### config.mk
export PLATFORM = sky130hd
export DESIGN_NAME = traffic_light_param_flat
export DESIGN_NICKNAME = d
export VERILOG_FILES = /design/src/rtl/traffic_light_param_pkg.sv /design/src/rtl/traffic_light_param_if.sv /design/src/rtl/traffic_light_param_sync2.sv /design/src/rtl/traffic_light_param.sv /design/src/flat_wrapper.sv
export SDC_FILE = /design/constraint.sdc
export NUM_CORES = 1
export LEC_CHECK = 0
export ABC_AREA = 1
export BUFFER_PORTS_ARGS = -buffer_cell sky130_fd_sc_hd__buf_4
export CELL_PAD_IN_SITES_DETAIL_PLACEMENT = 1
export CELL_PAD_IN_SITES_GLOBAL_PLACEMENT = 1
export CORE_MARGIN = 4
export CORE_UTILIZATION = 49
export CTS_BUF_LIST = sky130_fd_sc_hd__clkbuf_8
export DETAILED_ROUTE_END_ITERATION = 8
export PLACE_DENSITY_LB_ADDON = 0.12
export SKIP_CTS_REPAIR_TIMING = 1
export SLEW_MARGIN = 20
export SYNTH_ARGS = -nofsm -noshare
export SYNTH_HDL_FRONTEND = slang
export SYNTH_SLANG_ARGS = --single-unit
### constraint.sdc
create_clock -name clk -period 3.76 [get_ports clk]
set_input_delay 0.188 -clock clk [delete_from_list [all_inputs] [get_ports clk]]
set_output_delay 0.188 -clock clk [all_outputs]
set_load 0.01 [all_outputs]
### src/rtl/traffic_light_param_pkg.sv
// Shared definitions for the highway/farm-road intersection controller:
// FSM state codes, lamp encodings and the per-state lamp decode.
package traffic_pkg;

    typedef enum logic [2:0] {
        HGRN   = 3'd0,
        HYEL   = 3'd1,
        CLR_HF = 3'd2,
        FGRN   = 3'd3,
        FYEL   = 3'd4,
        CLR_FH = 3'd5,
        FLASH  = 3'd6
    } state_t;

    // One-hot lamp encoding: [2]=red, [1]=yellow, [0]=green.
    localparam logic [2:0] LAMP_RED = 3'b100;
    localparam logic [2:0] LAMP_YEL = 3'b010;
    localparam logic [2:0] LAMP_GRN = 3'b001;
    localparam logic [2:0] LAMP_OFF = 3'b000;

    typedef struct packed {
        logic [2:0] highway;
        logic [2:0] farm;
    } lamps_t;

    // Lamp pattern for a state; blink_off selects the dark half of the flash cycle.
    function automatic lamps_t lamp_decode(input state_t st, input logic blink_off);
        lamps_t l;
        l.highway = LAMP_RED;
        l.farm    = LAMP_RED;
        case (st)
            HGRN: l.highway = LAMP_GRN;
            HYEL: l.highway = LAMP_YEL;
            FGRN: l.farm    = LAMP_GRN;
            FYEL: l.farm    = LAMP_YEL;
            FLASH: begin
                l.highway = blink_off ? LAMP_OFF : LAMP_YEL;
                l.farm    = blink_off ? LAMP_OFF : LAMP_RED;
            end
            default: ;
        endcase
        return l;
    endfunction

endpackage

### src/rtl/traffic_light_param_if.sv
// Sensor inputs and lamp/debug outputs of the intersection controller.
// The controller uses the slave modport; the environment driving the
// sensors and observing the lamps uses the master modport.
interface traffic_light_param_if;

    logic       sensor;
    logic       flash_en;
    logic [2:0] light_highway;
    logic [2:0] light_farm;
    logic [2:0] state_o;

    modport master (
        output sensor,
        output flash_en,
        input  light_highway,
        input  light_farm,
        input  state_o
    );

    modport slave (
        input  sensor,
        input  flash_en,
        output light_highway,
        output light_farm,
        output state_o
    );

endinterface

### src/rtl/traffic_light_param_sync2.sv
// Two-flop synchroniser for an asynchronous single-bit input; clears to 0.
module sync2 (
    input  logic clk,
    input  logic rst_n,
    input  logic d,
    output logic q
);

    logic meta;

    // Shift the raw input through two flops to settle metastability.
    always_ff @(posedge clk or negedge rst_n) begin
        if (!rst_n) begin
            meta <= 1'b0;
            q    <= 1'b0;
        end else begin
            meta <= d;
            q    <= meta;
        end
    end

endmodule

### src/rtl/traffic_light_param.sv
// Highway/farm-road intersection controller with parameterised phase
// durations, all-red clearance, bounded farm green and a flashing mode.
// Lamp outputs are registered from the next-state decode so they change
// on the same edge as state_o.
module traffic_light_param
    import traffic_pkg::*;
#(
    parameter int unsigned TW             = 16,
    parameter int unsigned HW_MIN_GREEN   = 600,
    parameter int unsigned FARM_MIN_GREEN = 100,
    parameter int unsigned FARM_MAX_GREEN = 300,
    parameter int unsigned YEL_TIME       = 30,
    parameter int unsigned CLR_TIME       = 10,
    parameter int unsigned FLASH_HALF     = 50
) (
    input  logic                 clk,
    input  logic                 rst_n,
    traffic_light_param_if.slave tl
);

    // Last timer value of each phase: a phase of D cycles ends at D-1.
    localparam logic [TW-1:0] HW_MIN_LAST   = TW'(HW_MIN_GREEN - 1);
    localparam logic [TW-1:0] FARM_MIN_LAST = TW'(FARM_MIN_GREEN - 1);
    localparam logic [TW-1:0] FARM_MAX_LAST = TW'(FARM_MAX_GREEN - 1);
    localparam logic [TW-1:0] YEL_LAST      = TW'(YEL_TIME - 1);
    localparam logic [TW-1:0] CLR_LAST      = TW'(CLR_TIME - 1);
    localparam logic [TW-1:0] FLASH_LAST    = TW'(FLASH_HALF - 1);

    logic          sensor_s;
    logic          flash_s;
    state_t        state;
    state_t        state_next;
    logic [TW-1:0] timer;
    logic [TW-1:0] timer_next;
    logic          blink;
    logic          blink_next;
    logic          flash_wrap;
    lamps_t        lamps_next;

    sync2 u_sync_sensor (
        .clk   (clk),
        .rst_n (rst_n),
        .d     (tl.sensor),
        .q     (sensor_s)
    );

    sync2 u_sync_flash (
        .clk   (clk),
        .rst_n (rst_n),
        .d     (tl.flash_en),
        .q     (flash_s)
    );

    // Next-state selection; flash_s takes priority over sensor_s everywhere.
    always_comb begin
        state_next = state;
        case (state)
            HGRN: begin
                if (flash_s || (sensor_s && (timer >= HW_MIN_LAST)))
                    state_next = HYEL;
            end
            HYEL: begin
                if (timer == YEL_LAST)
                    state_next = CLR_HF;
            end
            CLR_HF: begin
                if (timer == CLR_LAST)
                    state_next = flash_s ? FLASH : FGRN;
            end
            FGRN: begin
                if (flash_s || (!sensor_s && (timer >= FARM_MIN_LAST)) ||
                    (timer == FARM_MAX_LAST))
                    state_next = FYEL;
            end
            FYEL: begin
                if (timer == YEL_LAST)
                    state_next = CLR_FH;
            end
            CLR_FH: begin
                if (timer == CLR_LAST)
                    state_next = flash_s ? FLASH : HGRN;
            end
            FLASH: begin
                if (!flash_s)
                    state_next = CLR_FH;
            end
            default: state_next = HGRN;
        endcase
    end

    // Timer, blink phase and lamp decode for the state about to be entered.
    always_comb begin
        flash_wrap = (state == FLASH) && (timer == FLASH_LAST);
        timer_next = timer + 1'b1;
        blink_next = 1'b0;
        if (state_next != state) begin
            timer_next = '0;
        end else if (flash_wrap) begin
            // FLASH has no exit deadline, so its timer counts half-periods
            // instead of the whole phase, which also keeps it from wrapping.
            timer_next = '0;
        end else if ((state == HGRN) && (timer >= HW_MIN_LAST)) begin
            // Hold once minimum green is met: the >= test stays true and an
            // idle highway green can last indefinitely without wrapping.
            timer_next = timer;
        end
        if ((state_next == FLASH) && (state == FLASH))
            blink_next = flash_wrap ? ~blink : blink;
        lamps_next = lamp_decode(state_next, blink_next);
    end

    // State, timer, blink phase and lamp registers.
    always_ff @(posedge clk or negedge rst_n) begin
        if (!rst_n) begin
            state            <= HGRN;
            timer            <= '0;
            blink            <= 1'b0;
            tl.light_highway <= LAMP_GRN;
            tl.light_farm    <= LAMP_RED;
        end else begin
            state            <= state_next;
            timer            <= timer_next;
            blink            <= blink_next;
            tl.light_highway <= lamps_next.highway;
            tl.light_farm    <= lamps_next.farm;
        end
    end

    assign tl.state_o = state;

endmodule

### src/flat_wrapper.sv
// flat-port wrapper written by rule: the top's interface ports become plain ports
module traffic_light_param_flat import traffic_pkg::*;
#(
    parameter int unsigned TW             = 16,
    parameter int unsigned HW_MIN_GREEN   = 600,
    parameter int unsigned FARM_MIN_GREEN = 100,
    parameter int unsigned FARM_MAX_GREEN = 300,
    parameter int unsigned YEL_TIME       = 30,
    parameter int unsigned CLR_TIME       = 10,
    parameter int unsigned FLASH_HALF     = 50
)
  (clk, rst_n, tl_sensor, tl_flash_en, tl_light_highway, tl_light_farm, tl_state_o);
  traffic_light_param_if tl_i ();
  input  logic clk;
  input  logic rst_n;
  input wire logic [$bits(tl_i.sensor)-1:0] tl_sensor;
  input wire logic [$bits(tl_i.flash_en)-1:0] tl_flash_en;
  output wire logic [$bits(tl_i.light_highway)-1:0] tl_light_highway;
  output wire logic [$bits(tl_i.light_farm)-1:0] tl_light_farm;
  output wire logic [$bits(tl_i.state_o)-1:0] tl_state_o;
  assign tl_i.sensor = tl_sensor;
  assign tl_i.flash_en = tl_flash_en;
  assign tl_light_highway = tl_i.light_highway;
  assign tl_light_farm = tl_i.light_farm;
  assign tl_state_o = tl_i.state_o;
  traffic_light_param #(.TW(TW), .HW_MIN_GREEN(HW_MIN_GREEN), .FARM_MIN_GREEN(FARM_MIN_GREEN), .FARM_MAX_GREEN(FARM_MAX_GREEN), .YEL_TIME(YEL_TIME), .CLR_TIME(CLR_TIME), .FLASH_HALF(FLASH_HALF)) u_core (.clk(clk), .rst_n(rst_n), .tl(tl_i));
endmodule
==> flow_summary.html <==
<table>
<tr><th>Metric</th><th>Value</th></tr>
<tr><th colspan="2">Run status</th></tr>
<tr><td>Result of the run</td><td>finished, final reports clean</td></tr>
<tr><th colspan="2">GRT</th></tr>
<tr><td>Number of antenna violations at the first check in global routing</td><td>0</td></tr>
<tr><td>Overall global routing resource usage</td><td>24.2%</td></tr>
<tr><td>Via count of the first global-routing pass</td><td>~2100</td></tr>
<tr><td>Leftover overflow at the end of global routing</td><td>0</td></tr>
<tr><td>Global-route wire length before repair</td><td>between 9000 and 10000 µm</td></tr>
<tr><td>Largest net degree at the start of global routing</td><td>31</td></tr>
<tr><th colspan="2">Layout</th></tr>
<tr><td>Most common cell after layout, fill and taps aside</td><td>sky130_fd_sc_hd__nand2_1</td></tr>
<tr><td>Area grow syn2layout</td><td>11.4%</td></tr>
<tr><td>Area of all placed cells without fillers</td><td>between 2000 and 2500 µm²</td></tr>
<tr><td>Antenna diode count</td><td>0</td></tr>
<tr><td>Most used cells in the layout excluding fill and tap cells</td><td>sky130_fd_sc_hd__nand2_1 (76), sky130_fd_sc_hd__inv_1 (43), sky130_fd_sc_hd__nor2_1 (32), sky130_fd_sc_hd__dfrtp_1 (28), sky130_fd_sc_hd__nand3_1 (26)</td></tr>
<tr><td>Final nets</td><td>between 300 and 400</td></tr>
<tr><td>Share of cells above drive strength 1</td><td>between 10% and 20%</td></tr>
<tr><th colspan="2">Job</th></tr>
<tr><td>Count of max-cap constraint violations</td><td>0</td></tr>
<tr><th colspan="2">Detailed routing</th></tr>
<tr><td>Remaining DRCs</td><td>0</td></tr>
<tr><td>Drt pass-1 iters</td><td>4</td></tr>
<tr><td>Routed wire length per instance</td><td>roughly 16 µm</td></tr>
<tr><td>Initial detailed-routing violation count</td><td>around 130</td></tr>
<tr><td>Number of nets with antenna violations after routing</td><td>0</td></tr>
<tr><td>Total number of vias</td><td>1919</td></tr>
<tr><td>Routed WL</td><td>5720 µm</td></tr>
<tr><td>Mean number of vias per cell</td><td>~5.3</td></tr>
<tr><th colspan="2">Clocking</th></tr>
<tr><td>Worst-case clock buffer depth</td><td>2</td></tr>
<tr><td>Clock Pin Slew Worst Setup and Hold Paths</td><td>approximately 0.07 ns</td></tr>
<tr><td>Worst skew pair latency</td><td>0.28 ns</td></tr>
<tr><td>CTS Buf Count</td><td>5</td></tr>
<tr><td>Num Clock Sinks</td><td>30</td></tr>
<tr><td>Number of H-tree levels</td><td>2</td></tr>
<tr><td>CTS tree</td><td>yes</td></tr>
<tr><td>CTS root buf</td><td>sky130_fd_sc_hd__clkbuf_8</td></tr>
<tr><th colspan="2">Setup path</th></tr>
<tr><td>Source of the worst register-to-register timing path</td><td>u_core.timer[0]</td></tr>
<tr><td>Cell at the slowest stage of the critical path</td><td>sky130_fd_sc_hd__dfrtp_1</td></tr>
<tr><td>Maximum fanout encountered on the critical timing path</td><td>16</td></tr>
<tr><td>Cell-by-cell trace of the critical path</td><td>ha_1 -&gt; nand2_1 -&gt; nand2_1 -&gt; nand3_1 -&gt; nand2_1 -&gt; nand2_1 -&gt; nand2_1 -&gt; nand2_1 -&gt; inv_2 -&gt; nand2_1 -&gt; o21ai_0 -&gt; inv_1 -&gt; nor2_4</td></tr>
<tr><td>Crit path from</td><td>u_core.timer[0]</td></tr>
<tr><td>Arrival @ worst endpoint</td><td>2.74 ns</td></tr>
<tr><td>Crit. path cell count</td><td>13</td></tr>
<tr><td>Endpoint required time on the critical path</td><td>between 3 and 4 ns</td></tr>
<tr><td>Count of buffer and inverter cells on the critical path</td><td>2</td></tr>
<tr><td>Flop-to-flop setup slack</td><td>around 1.2 ns</td></tr>
<tr><td>Delay contributed by the slowest stage of the critical path</td><td>~0.46 ns</td></tr>
<tr><td>Type of the worst setup path</td><td>reg -&gt; reg</td></tr>
<tr><td>Worst Reg-to-Reg Cells</td><td>13</td></tr>
<tr><td>Top cell by count, worst path</td><td>sky130_fd_sc_hd__nand2_1</td></tr>
<tr><td>CP delay by family, top</td><td>simple AND/OR/NAND/NOR gates</td></tr>
<tr><td>Worst Setup End Kind</td><td>flop</td></tr>
<tr><td>End point of the critical path</td><td>u_core.timer[13]</td></tr>
<tr><td>Worst reg2reg path endpoint</td><td>u_core.timer[13]</td></tr>
<tr><td>Category of the worst setup path launch point</td><td>flop</td></tr>
<tr><th colspan="2">Timing</th></tr>
<tr><td>Period minus WS final</td><td>approximately 2.5 ns</td></tr>
<tr><td>Final max-slew violation count</td><td>0</td></tr>
<tr><td>Achievable Freq</td><td>between 0.3 and 0.4 GHz</td></tr>
<tr><td>Post-route setup TNS</td><td>0 ns</td></tr>
<tr><td>Worst Clk Skew</td><td>0.00548 ns</td></tr>
<tr><td>Final Hold Viols</td><td>0</td></tr>
<tr><td>Unrepaired setup endpoints after global routing</td><td>no</td></tr>
<tr><td>Slew HR</td><td>a little over three fifths</td></tr>
<tr><td>Tcrit/Tclk final</td><td>around 67%</td></tr>
<tr><td>Number of endpoints failing setup at the final stage</td><td>0</td></tr>
<tr><td>Slew @ Worst Pin</td><td>0.560 ns</td></tr>
<tr><th colspan="2">Floorplan</th></tr>
<tr><td>Core Rows</td><td>23</td></tr>
<tr><td>Die extent in x</td><td>73.0 µm</td></tr>
<tr><td>Ports</td><td>13</td></tr>
<tr><td>Chip height</td><td>~73 µm</td></tr>
<tr><td>Die Footprint</td><td>around 5300 µm²</td></tr>
<tr><td>Initial core utilization</td><td>approximately half</td></tr>
<tr><td>Core outline area</td><td>just over 4000 µm²</td></tr>
<tr><th colspan="2">Hold path</th></tr>
<tr><td>Worst hold path class</td><td>in -&gt; reg</td></tr>
<tr><th colspan="2">Placement</th></tr>
<tr><td>Cell Area, Placed</td><td>2180 µm²</td></tr>
<tr><td>GP Congestion</td><td>approximately 0.86</td></tr>
<tr><td>Port bufs</td><td>12</td></tr>
<tr><td>Estimated wirelength of the detail-placed design</td><td>roughly 4100 µm</td></tr>
<tr><th colspan="2">Power</th></tr>
<tr><td>Power Internal</td><td>between 0.6 and 0.7 mW</td></tr>
<tr><td>Sw Ratio</td><td>a little over a third</td></tr>
<tr><td>Total power density per cell area</td><td>414 nW/µm²</td></tr>
<tr><td>Static Leak</td><td>1.12 nW</td></tr>
<tr><td>Switching power</td><td>approximately 0.33 mW</td></tr>
<tr><td>Register share of total power</td><td>41.6%</td></tr>
<tr><td>Combinational group share of total power</td><td>about a quarter</td></tr>
<tr><td>Power share of the clock group</td><td>33.4%</td></tr>
<tr><td>Max VDD drop</td><td>around 0.3 mV</td></tr>
<tr><th colspan="2">Yosys</th></tr>
<tr><td>#FFs+latches synth</td><td>30</td></tr>
<tr><td>Post-synth top area share</td><td>33.9%</td></tr>
<tr><td>Register area share after synthesis</td><td>36.4%</td></tr>
<tr><td>Synth area leader</td><td>sky130_fd_sc_hd__dfrtp_1</td></tr>
<tr><td>Count of cell types in the netlist</td><td>31</td></tr>
<tr><td>Netlist area before placement</td><td>between 2000 and 2500 µm²</td></tr>
<tr><td>Cells taking the most area after synthesis</td><td>sky130_fd_sc_hd__dfrtp_1 (34%), sky130_fd_sc_hd__nand2_1 (14%), sky130_fd_sc_hd__inv_1 (7.8%), sky130_fd_sc_hd__nor2_4 (7.1%), sky130_fd_sc_hd__nand3_1 (6.3%)</td></tr>
<tr><td>Synthesized area per cell</td><td>7.02 µm²</td></tr>
<tr><td>Total of warnings raised by yosys</td><td>0</td></tr>
<tr><td>Post-synthesis net count</td><td>between 300 and 400</td></tr>
<tr><td>Gate Count Post-Synth</td><td>about 300</td></tr>
</table>
worst min path at each step:
stage	slack [ns]	startpoint	endpoint	cells after the start
floorplan	-0.11	rst_n	u_core.blink	0
CTS	-0.17	rst_n	u_core.timer[15]	1
global route	0.005	tl_sensor	u_core.u_sync_sensor.meta	1
detailed placement	0.14	rst_n	u_core.timer[14]	1
global placement	0.13	rst_n	u_core.timer[15]	1
finish	0.01	tl_sensor	u_core.u_sync_sensor.meta	1
state kept, by name (all words and copies together), names as in the netlist:
| register | count |
|---|---|
| u_core.blink | 1 |
| u_core.timer | 16 |
| u_core.tl.light_farm | 3 |
| u_core.tl.light_highway | 3 |
| u_core.tl.state_o | 3 |
| u_core.u_sync_flash.meta | 1 |
| u_core.u_sync_flash.q | 1 |
| u_core.u_sync_sensor.meta | 1 |
| u_core.u_sync_sensor.q | 1 |
power by group through the flow:
stage	registers, mW	clock network, mW	logic [mW]
6_report	0.397	0.319	0.238
3_5_place_dp	0.398	0	0.231
5_1_grt	0.399	0.343	0.277
3_3_place_gp	0.397	0	0.220
4_1_cts	0.394	0.328	0.236
2_1_floorplan	0.383	0	0.182
logic make-up (layout without fill, tap and decap cells):
kind of cell | Yosys count | in the layout | synth area share (%)
fa+ha+maj | 2 | 2 | 1.21
buf+inv | 55 | 71 | 11.1
compound gates | 30 | 30 | 7.86
simple gates | 174 | 174 | 41.8
xor+xnor | 4 | 4 | 1.69
flops | 30 | 30 | 36.4
synthesized netlist by cell type, drive strengths merged:
library cell  count
nand2            85
a31oi             1
o31ai             1
a21oi             7
nor3b             1
o21ai            17
nand3            26
o211ai            1
nor2             49
ha                2
dfrtp            28
nor4              1
xor2              2
xnor2             2
inv              49
nor3              9
nand4             3
buf               6
dfstp             2
o22ai             1
o21bai            1
a21o              1
per-stage QoR:
stage          hold WS (ns)  utilization (%)  power (mW)  cells  worst slack [ns]
3_3_place_gp          0.133             54.0       0.617    351              1.40
3_5_place_dp          0.138             54.0       0.629    351              1.39
2_1_floorplan        -0.108                -       0.566    295              1.95
6_report             0.0139             57.2       0.954    361              1.24
5_1_grt             0.00494             57.2        1.02    361             0.989
4_1_cts              -0.170             56.7       0.958    359              1.30
per-layer routing:
layer | share of wire (%) | vias up | track usage, %
met5 | 0 | - | 0
met4 | 1.1 | 0 | 6.76
met3 | 3.3 | 8 | 4.55
met2 | 46 | 29 | 38.0
met1 | 49 | 936 | 33.9
li1 | - | 946 | -
area by class of cell:
cell class              instances  area (µm²)
fillers                       559        1720
multi-input cells             210        1090
flip-flops and latches         30         753
inverters                      49         184
repair buffers                 14         110
clock buffers                   5        68.8
well taps                      50        62.6
clock inverters                 3        40.0
Note: power is estimated with default switching activity, not from simulation.
